### src/rtl/nbcac_21di_decoder_seq.sv
// NBCAC 21-bit receive decoder: digit-serial weighted sum of a 30-bit codeword,
// DPC digits per cycle, valid/ready handshake on both sides.
module nbcac_21di_decoder_seq #(
    parameter int DPC = 1
) (
    input  logic        clk,
    input  logic        rst_n,
    input  logic        in_valid,
    output logic        in_ready,
    input  logic [29:0] in_code,
    output logic        out_valid,
    input  logic        out_ready,
    output logic [20:0] out_data,
    output logic        out_err,
    output logic        busy
);

    localparam int N  = 30 / DPC;
    localparam int CW = (N > 1) ? $clog2(N) : 1;

    localparam logic [1:0] S_IDLE = 2'd0;
    localparam logic [1:0] S_RUN  = 2'd1;
    localparam logic [1:0] S_DONE = 2'd2;

    // Entry k holds weight s[k+1]; listed from s30 down to s1.
    localparam logic [29:0][20:0] WTAB = {
        21'd2,      21'd2,      21'd4,      21'd6,      21'd10,
        21'd16,     21'd26,     21'd42,     21'd68,     21'd110,
        21'd178,    21'd288,    21'd466,    21'd754,    21'd1220,
        21'd1974,   21'd3194,   21'd5168,   21'd8362,   21'd13530,
        21'd21892,  21'd35422,  21'd57314,  21'd92736,  21'd150050,
        21'd242786, 21'd392836, 21'd635622, 21'd1028458, 21'd1
    };

    logic [1:0]    state_q, state_d;
    logic [29:0]   shreg_q, shreg_d;
    logic [21:0]   acc_q, acc_d;
    logic [CW-1:0] cnt_q, cnt_d;
    logic [20:0]   data_q, data_d;
    logic          err_q, err_d;

    logic [21:0]   part;
    logic [21:0]   acc_sum;
    logic          accept;

    function automatic logic [20:0] weight(input int idx);
        logic [4:0] i5;
        i5 = 5'(idx);
        if (idx >= 0 && idx < 30) return WTAB[i5];
        return 21'd0;
    endfunction

    // Digits of this cycle occupy shreg_q[DPC-1:0]; their weights follow cnt.
    always_comb begin
        part = 22'd0;
        for (int j = 0; j < DPC; j++) begin
            if (shreg_q[j]) part = part + {1'b0, weight(int'(cnt_q) * DPC + j)};
        end
    end

    assign acc_sum  = acc_q + part;
    assign in_ready = (state_q == S_IDLE) | ((state_q == S_DONE) & out_ready);
    assign accept   = in_valid & in_ready;

    always_comb begin
        state_d = state_q;
        shreg_d = shreg_q;
        acc_d   = acc_q;
        cnt_d   = cnt_q;
        data_d  = data_q;
        err_d   = err_q;
        case (state_q)
            S_IDLE: ;
            S_RUN: begin
                acc_d   = acc_sum;
                shreg_d = shreg_q >> DPC;
                cnt_d   = cnt_q + 1'b1;
                if (cnt_q == CW'(N - 1)) begin
                    err_d   = (acc_sum > 22'd2097151);
                    data_d  = (acc_sum > 22'd2097151) ? 21'h0 : acc_sum[20:0];
                    state_d = S_DONE;
                end
            end
            S_DONE: begin
                if (out_ready) state_d = S_IDLE;
            end
            default: state_d = S_IDLE;
        endcase
        // A new word may arrive in IDLE or on the DONE handshake cycle.
        if (accept) begin
            shreg_d = in_code;
            acc_d   = 22'd0;
            cnt_d   = '0;
            state_d = S_RUN;
        end
    end

    always_ff @(posedge clk or negedge rst_n) begin
        if (!rst_n) begin
            state_q <= S_IDLE;
            shreg_q <= 30'd0;
            acc_q   <= 22'd0;
            cnt_q   <= '0;
            data_q  <= 21'd0;
            err_q   <= 1'b0;
        end else begin
            state_q <= state_d;
            shreg_q <= shreg_d;
            acc_q   <= acc_d;
            cnt_q   <= cnt_d;
            data_q  <= data_d;
            err_q   <= err_d;
        end
    end

    assign out_valid = (state_q == S_DONE);
    assign out_data  = data_q;
    assign out_err   = err_q;
    assign busy      = (state_q != S_IDLE);

endmodule

### config.mk
export PLATFORM = sky130hd
export DESIGN_NAME = nbcac_21di_decoder_seq
export DESIGN_NICKNAME = d
export VERILOG_FILES = /design/src/rtl/nbcac_21di_decoder_seq.sv
export SDC_FILE = /design/constraint.sdc
export NUM_CORES = 1
export LEC_CHECK = 0
export ABC_AREA = 1
export CORE_ASPECT_RATIO = 0.7
export CORE_UTILIZATION = 54
export CTS_BUF_LIST = sky130_fd_sc_hd__clkbuf_4 sky130_fd_sc_hd__clkbuf_8
export DETAILED_ROUTE_END_ITERATION = 10
export PLACE_DENSITY = 0.89
export SLEW_MARGIN = 20
export SYNTH_ARGS = -nofsm -noshare
export SYNTH_HDL_FRONTEND = slang
export SYNTH_SLANG_ARGS = --single-unit
### constraint.sdc
create_clock -name clk -period 2.7 [get_ports clk]
set_input_delay 0.27 -clock clk [delete_from_list [all_inputs] [get_ports clk]]
set_output_delay 0.27 -clock clk [all_outputs]
set_load 0.01 [all_outputs]
Yosys cells after proc, flatten, opt, wreduce, memory -nomap -nowiden
Memory sizes are Yosys's and may differ from the RTL's.
Index checks and enable logic that the tools add are counted.
- add/sub/neg operators: 2
- order comparisons: 4
- equality and inequality tests: 6
- muxes and demuxes: 17
- bitwise logic cells: 3
- reduce and logical (&&, ||, !) cells: 6
- operators by type and width (cell ; number):
    two-way mux 21 bit ; 5
    two-way mux 30 bit ; 2
    two-way mux 22 bit ; 2
    adder 22 bit ; 1
    > comparator 22 x 21 -> 1 bit (second input constant) ; 1
    two-way mux 5 bit ; 2
    less-than comparator 5 x 6 -> 1 bit (second input constant) ; 1
    two-way mux 2 bit ; 3
    one-hot mux 2 bit (3 select lines) ; 1
    adder 5 x 1 -> 5 bit (second input constant) ; 1
    equality test 5 bit (second input constant) ; 1
    greater-or-equal comparator 5 x 1 -> 1 bit (second input constant) ; 1
    less-than comparator 5 bit (second input constant) ; 1
    nonzero test 2 bit ; 2
    inequality test 3 x 1 -> 1 bit (second input constant) ; 1
    inequality test 3 bit (second input constant) ; 1
    AND reduction 3 bit ; 1
    AND 1 bit ; 2
    equality test 2 x 1 -> 1 bit (second input constant) ; 1
    equality test 2 bit (second input constant) ; 1
    zero test 2 bit ; 1
    two-way mux 1 bit ; 2
    inequality test 2 bit (second input constant) ; 1
    AND reduction 2 bit ; 1
    other kinds (2) ; 2
- bits in registers: 81
- memory bits (read-only): 672
- input port bits: 34
- word-level logic and storage cells: 45
- memories kept: 1
- memories (memory ; depth ; width ; read ports ; clocked after memory_dff ; wr ports ; RTL line ; source):
    (no name shown) ; 32 ; 21 ; 1 ; 0 ; 0 ; 49 ; if (idx >= 0 && idx < 30) return WTAB[i5];

Longest topological paths before layout
- depth after elaboration: 9
- depth in mapped cells: 23
- gate-level depth less buffers: 23

Worst setup path before layout
Ideal clock, no wire load.
- path kind: register to register
- start: register cnt_q[1]
- end: register data_q[5], in the netlist out_data[5]
- setup time: 111 ps
- arrival: 2759 ps
- data required time: 2589 ps
- setup slack: -170 ps
- cell stages (with the launch flop): 18
- buffers on the path: 1
- clock period less this slack: 2870 ps
- cell sequence: dfrtp_1 inv_1 ha_1 nand2_1 o21ai_0 a2111oi_0 ha_1 nand2_1 nand2_1 a21oi_1 nand2_1 nand2_1 nand4_1 nand2_4 nand2_4 buf_12 nand2_2 inv_2
- cells in the longest elaborated chain, start to end: 9
- elaborated cells between the ends (all ways): 15
- those cells by class: 1 x add/sub; 3 x order compare; 1 x eq/ne; 7 x mux; 2 x reduce/logical; 1 x memory
- ends and longest elaborated chain (item ; RTL line ; source):
    from (decl) ; 38 ; logic [CW-1:0] cnt_q, cnt_d;
    from (signal assigned) ; 110 ; cnt_q <= cnt_d;
    branches (longest 9 deep; another with adder 22 bit) ; n/a ;
    to (signal assigned) ; 111 ; data_q <= data_d;
    to (decl) ; 39 ; logic [20:0] data_q, data_d;
Several ways; the timed one is not identified. The select of a mux whose other input is x is not followed.
A chain may end at the register's enable or synchronous reset.

Final worst setup path
- start: register cnt_q[3]
- end: register data_q[4], in the netlist out_data[4]
Same word-level chain as after synthesis.

==> flow_summary_export.csv <==
group,metric,value,unit
place,dp_hpwl,12440,um
logic_synthesis,yosysTopAreaCell,"dfrtp_1",
final_layout,synthToLayoutAreaGrowth,47.05,%
setup_path,crit_fanout,11,
drt,antenna_left,0,
sta,finalCriticalPeriod,3423,ps
logic_synthesis,synth_area_per_cell,7.089,sq um
floorplanning,boundaryPins,59,
logic_synthesis,synth_top_cell_area_share,36.38,%
logic_synthesis,ys_top_cells_by_area,"dfrtp_1, nand2_1, inv_1, ha_1, nand3_1",
grt,gr-usage-met3,10.01,%
setup_path,cp_top_family,"simple AND/OR/NAND/NOR gates",
setup_path,crit_chain,"inv_4 > buf_4 > nand2_1 > nor2_1 > ha_1 > nand2_2 > inv_1 > nand2_1 > nand2_2 > a21oi_4 > nand4_1 > nand2_4 > nand2_8 > nand2_4 > inv_2",
sta,tightest_slew,705.7,ps
sta,worst_clock_skew,16.95,ps
sta,tns,-19620,ps
place,place_ws,-392.4,ps
setup_path,max_stage_delay,490,ps
sta,hold_violations,0,
sta,rsz0062_at_grt,"true",
setup_path,critical_path_class,"reg -> reg",
floorplanning,coreArea,9872,sq um
final_layout,layout-drive-gt1-share,35.09,%
logic_synthesis,yosys-top-cells-count,"nand2_1, inv_1, dfrtp_1",
cts,clk_latency,400,ps
setup_path,end_kind,"flop",
cts,clkSlewWorstSetupHoldPaths,100,ps
place,placed_area,6885,sq um
setup_path,arrival,3710,ps
setup_path,critical_path_buf_inv_count,4,
logic_synthesis,synth_nets,853,
setup_path,rrSetupSlack,-720,ps
sta,max_freq,292.1,MHz
floorplanning,dieArea,10730,sq um
sta,fin_ws,-723.1,ps
grt,use_met2,55.21,%
floorplanning,die_x,123.4,um
logic_synthesis,synthCells,786,
setup_path,crit_path_start,"cnt_q[3]",
setup_path,start_kind,"flop",
floorplanning,initial_core_util,56.44,%
hold_path,hold_path.class,"in -> async",
drt,dr.pass1.iters,9,
cts,cts_tree,"yes",
drt,vias,7150,
logic_synthesis,yosys_warnings,0,
cts,cts_buffers,9,
cts,ctsLongestPathBuffers,2,
logic_synthesis,synth-seq-area-share,36.38,%
place,gp_congestion,1.031,
run_status,violations,"setup timing",
place,port_buffers,58,
sta,relSlewSlack,52.95,%
cts,root_buffer,"clkbuf_8",
final_layout,antenna_cells,0,
final_layout,design_area,8193,sq um
logic_synthesis,synth_edf_count,0,
drt,vias_per_cell,6.639,
grt,grt.total_usage,37.14,%
sta,setup_viol,42,
sta,min_period_over_period,126.8,%
run,drv_cap,0,
sta,drv_slew,0,
drt,wirelength,25100,um
drt,wire_per_inst,23.30,um
setup_path,cp_slowest_cell,"dfrtp_1",
setup_path,rr_worst_depth,15,
logic_synthesis,netlist_area,5572,sq um
grt,grt.overflow.total,0,
drt,drt_iter0_drc,1116,
final_layout,fin_cells,1077,
cts,cts.sinks,81,
logic_synthesis,synth-async-reset-ratio,100.0,%
logic_synthesis,yosysMostFrequentCell,"nand2_1",
logic_synthesis,ys_types,43,
run_status,status,"finished, violations left",
floorplanning,chipHeight,86.99,um
grt,top_usage_layer,"met2",
setup_path,reg2reg_from,"cnt_q[3]",
final_layout,nNetsFinal,1011,
grt,grt_first_pass_wirelength,29930,um
setup_path,crit_required,2990,ps
logic_synthesis,ys_seq_elements,81,
drt,drcViolationCount,0,
logic_synthesis,ys.flop_type,"dfrtp_1",
floorplanning,rows,30,
grt,grt_max_degree,52,
place,place_inst,1036,
setup_path,r2r_end,"out_data[4]",
grt,antenna_found_initial,1,
grt,first_global_vias,5992,
cts,htreeDepth,3,
grt,use_met1,51.07,%
[flip-flops by register name, indices dropped and copies added, names as in the netlist]
name      count
shreg_q      30
acc_q        22
out_data     21
cnt_q         5
state_q       2
out_err       1
[cells by family after synthesis]
family / share of synthesized area (%)
adders and majority gates: 7.545
AOI/OAI and AO/OA: 13.41
buffers and inverters: 11.07
DFF: 36.38
and+or+nand+nor: 30.50
xor gates and xnor gates: 1.100
[layer usage]
metal	vias to the layer above	share of wire (%)
met3	285	16
met5	-	0.028
met4	2	8.6
met1	3250	34
met2	786	41
li1	2827	-
[final cells by class]
class	instances	area, sq um
clock buffers	11	138.9
clock inverters	5	63.81
fillers	494	1679
inverters	126	478.0
multi-input cells	553	3830
flip-flops and latches	81	2028
well taps	128	160.2
repair buffers	173	1494
[worst reg2reg max path, cell delays in order, from the launching register on]
cell     delay [ps]
dfrtp_1         490
inv_4           210
buf_4           230
nand2_1         220
nor2_1          490
ha_1            400
nand2_2         110
inv_1            80
nand2_1         100
nand2_2          90
a21oi_4         200
nand4_1         200
nand2_4         210
nand2_8         130
nand2_4         120
inv_2            60
[worst max-delay path by stage]
stage                               to  slack, ps  cells after the start
final                      out_data[4]       -720                     15
after global routing       out_data[4]       -690                     15
after CTS                  out_data[4]       -170                     17
after detailed placement  out_data[14]       -390                     17
after global placement     out_data[9]       -300                     18
after floorplan            out_data[5]          8                     17
[metrics by stage]
stage / hold WS, ps / util [%]
global placement: 350.4 / 69.75
floorplan: -25.59 / -
finish: 469.7 / 82.99
detailed placement: 358.1 / 69.75
global route: 494.2 / 82.99
CTS: 476.6 / 76.50
[timing repair]
action / in CTS / in global routing
setup endpoints to repair: 41 / 41
hold endpoints to repair: 50 / 0
cloned: 1 / 0
setup buffers: 10 / 13
resized for setup: 97 / 128
hold buffers: 1 / 0
pin swaps: 45 / 74
[placed cells by master, fill, tap and decap left out, types with 3 or more instances in the layout]
cell type,instances
nand2_1,214
buf_4,104
inv_1,97
dfrtp_1,80
clkdlybuf4s50_1,57
nand2_2,50
nand3_1,30
inv_2,27
nor2_1,25
o221ai_1,22
a21oi_1,21
nand2_4,20
ha_4,16
ha_1,13
o21ai_0,12
nor2_2,12
o211ai_1,11
nand3_2,11
o21ai_2,10
buf_6,10
a21oi_2,9
clkbuf_8,9
nor2_4,7
nand3b_1,7
a22o_1,5
or2_4,4
o22ai_1,4
nor3_2,4
nand4_1,4
o21ai_1,4
a21oi_4,3
o21bai_1,3
xnor2_4,3
ha_2,3
Power is left out: the tool's default activity adds up to more than one toggle a clock period on the data nets, which glitch-free logic cannot reach.
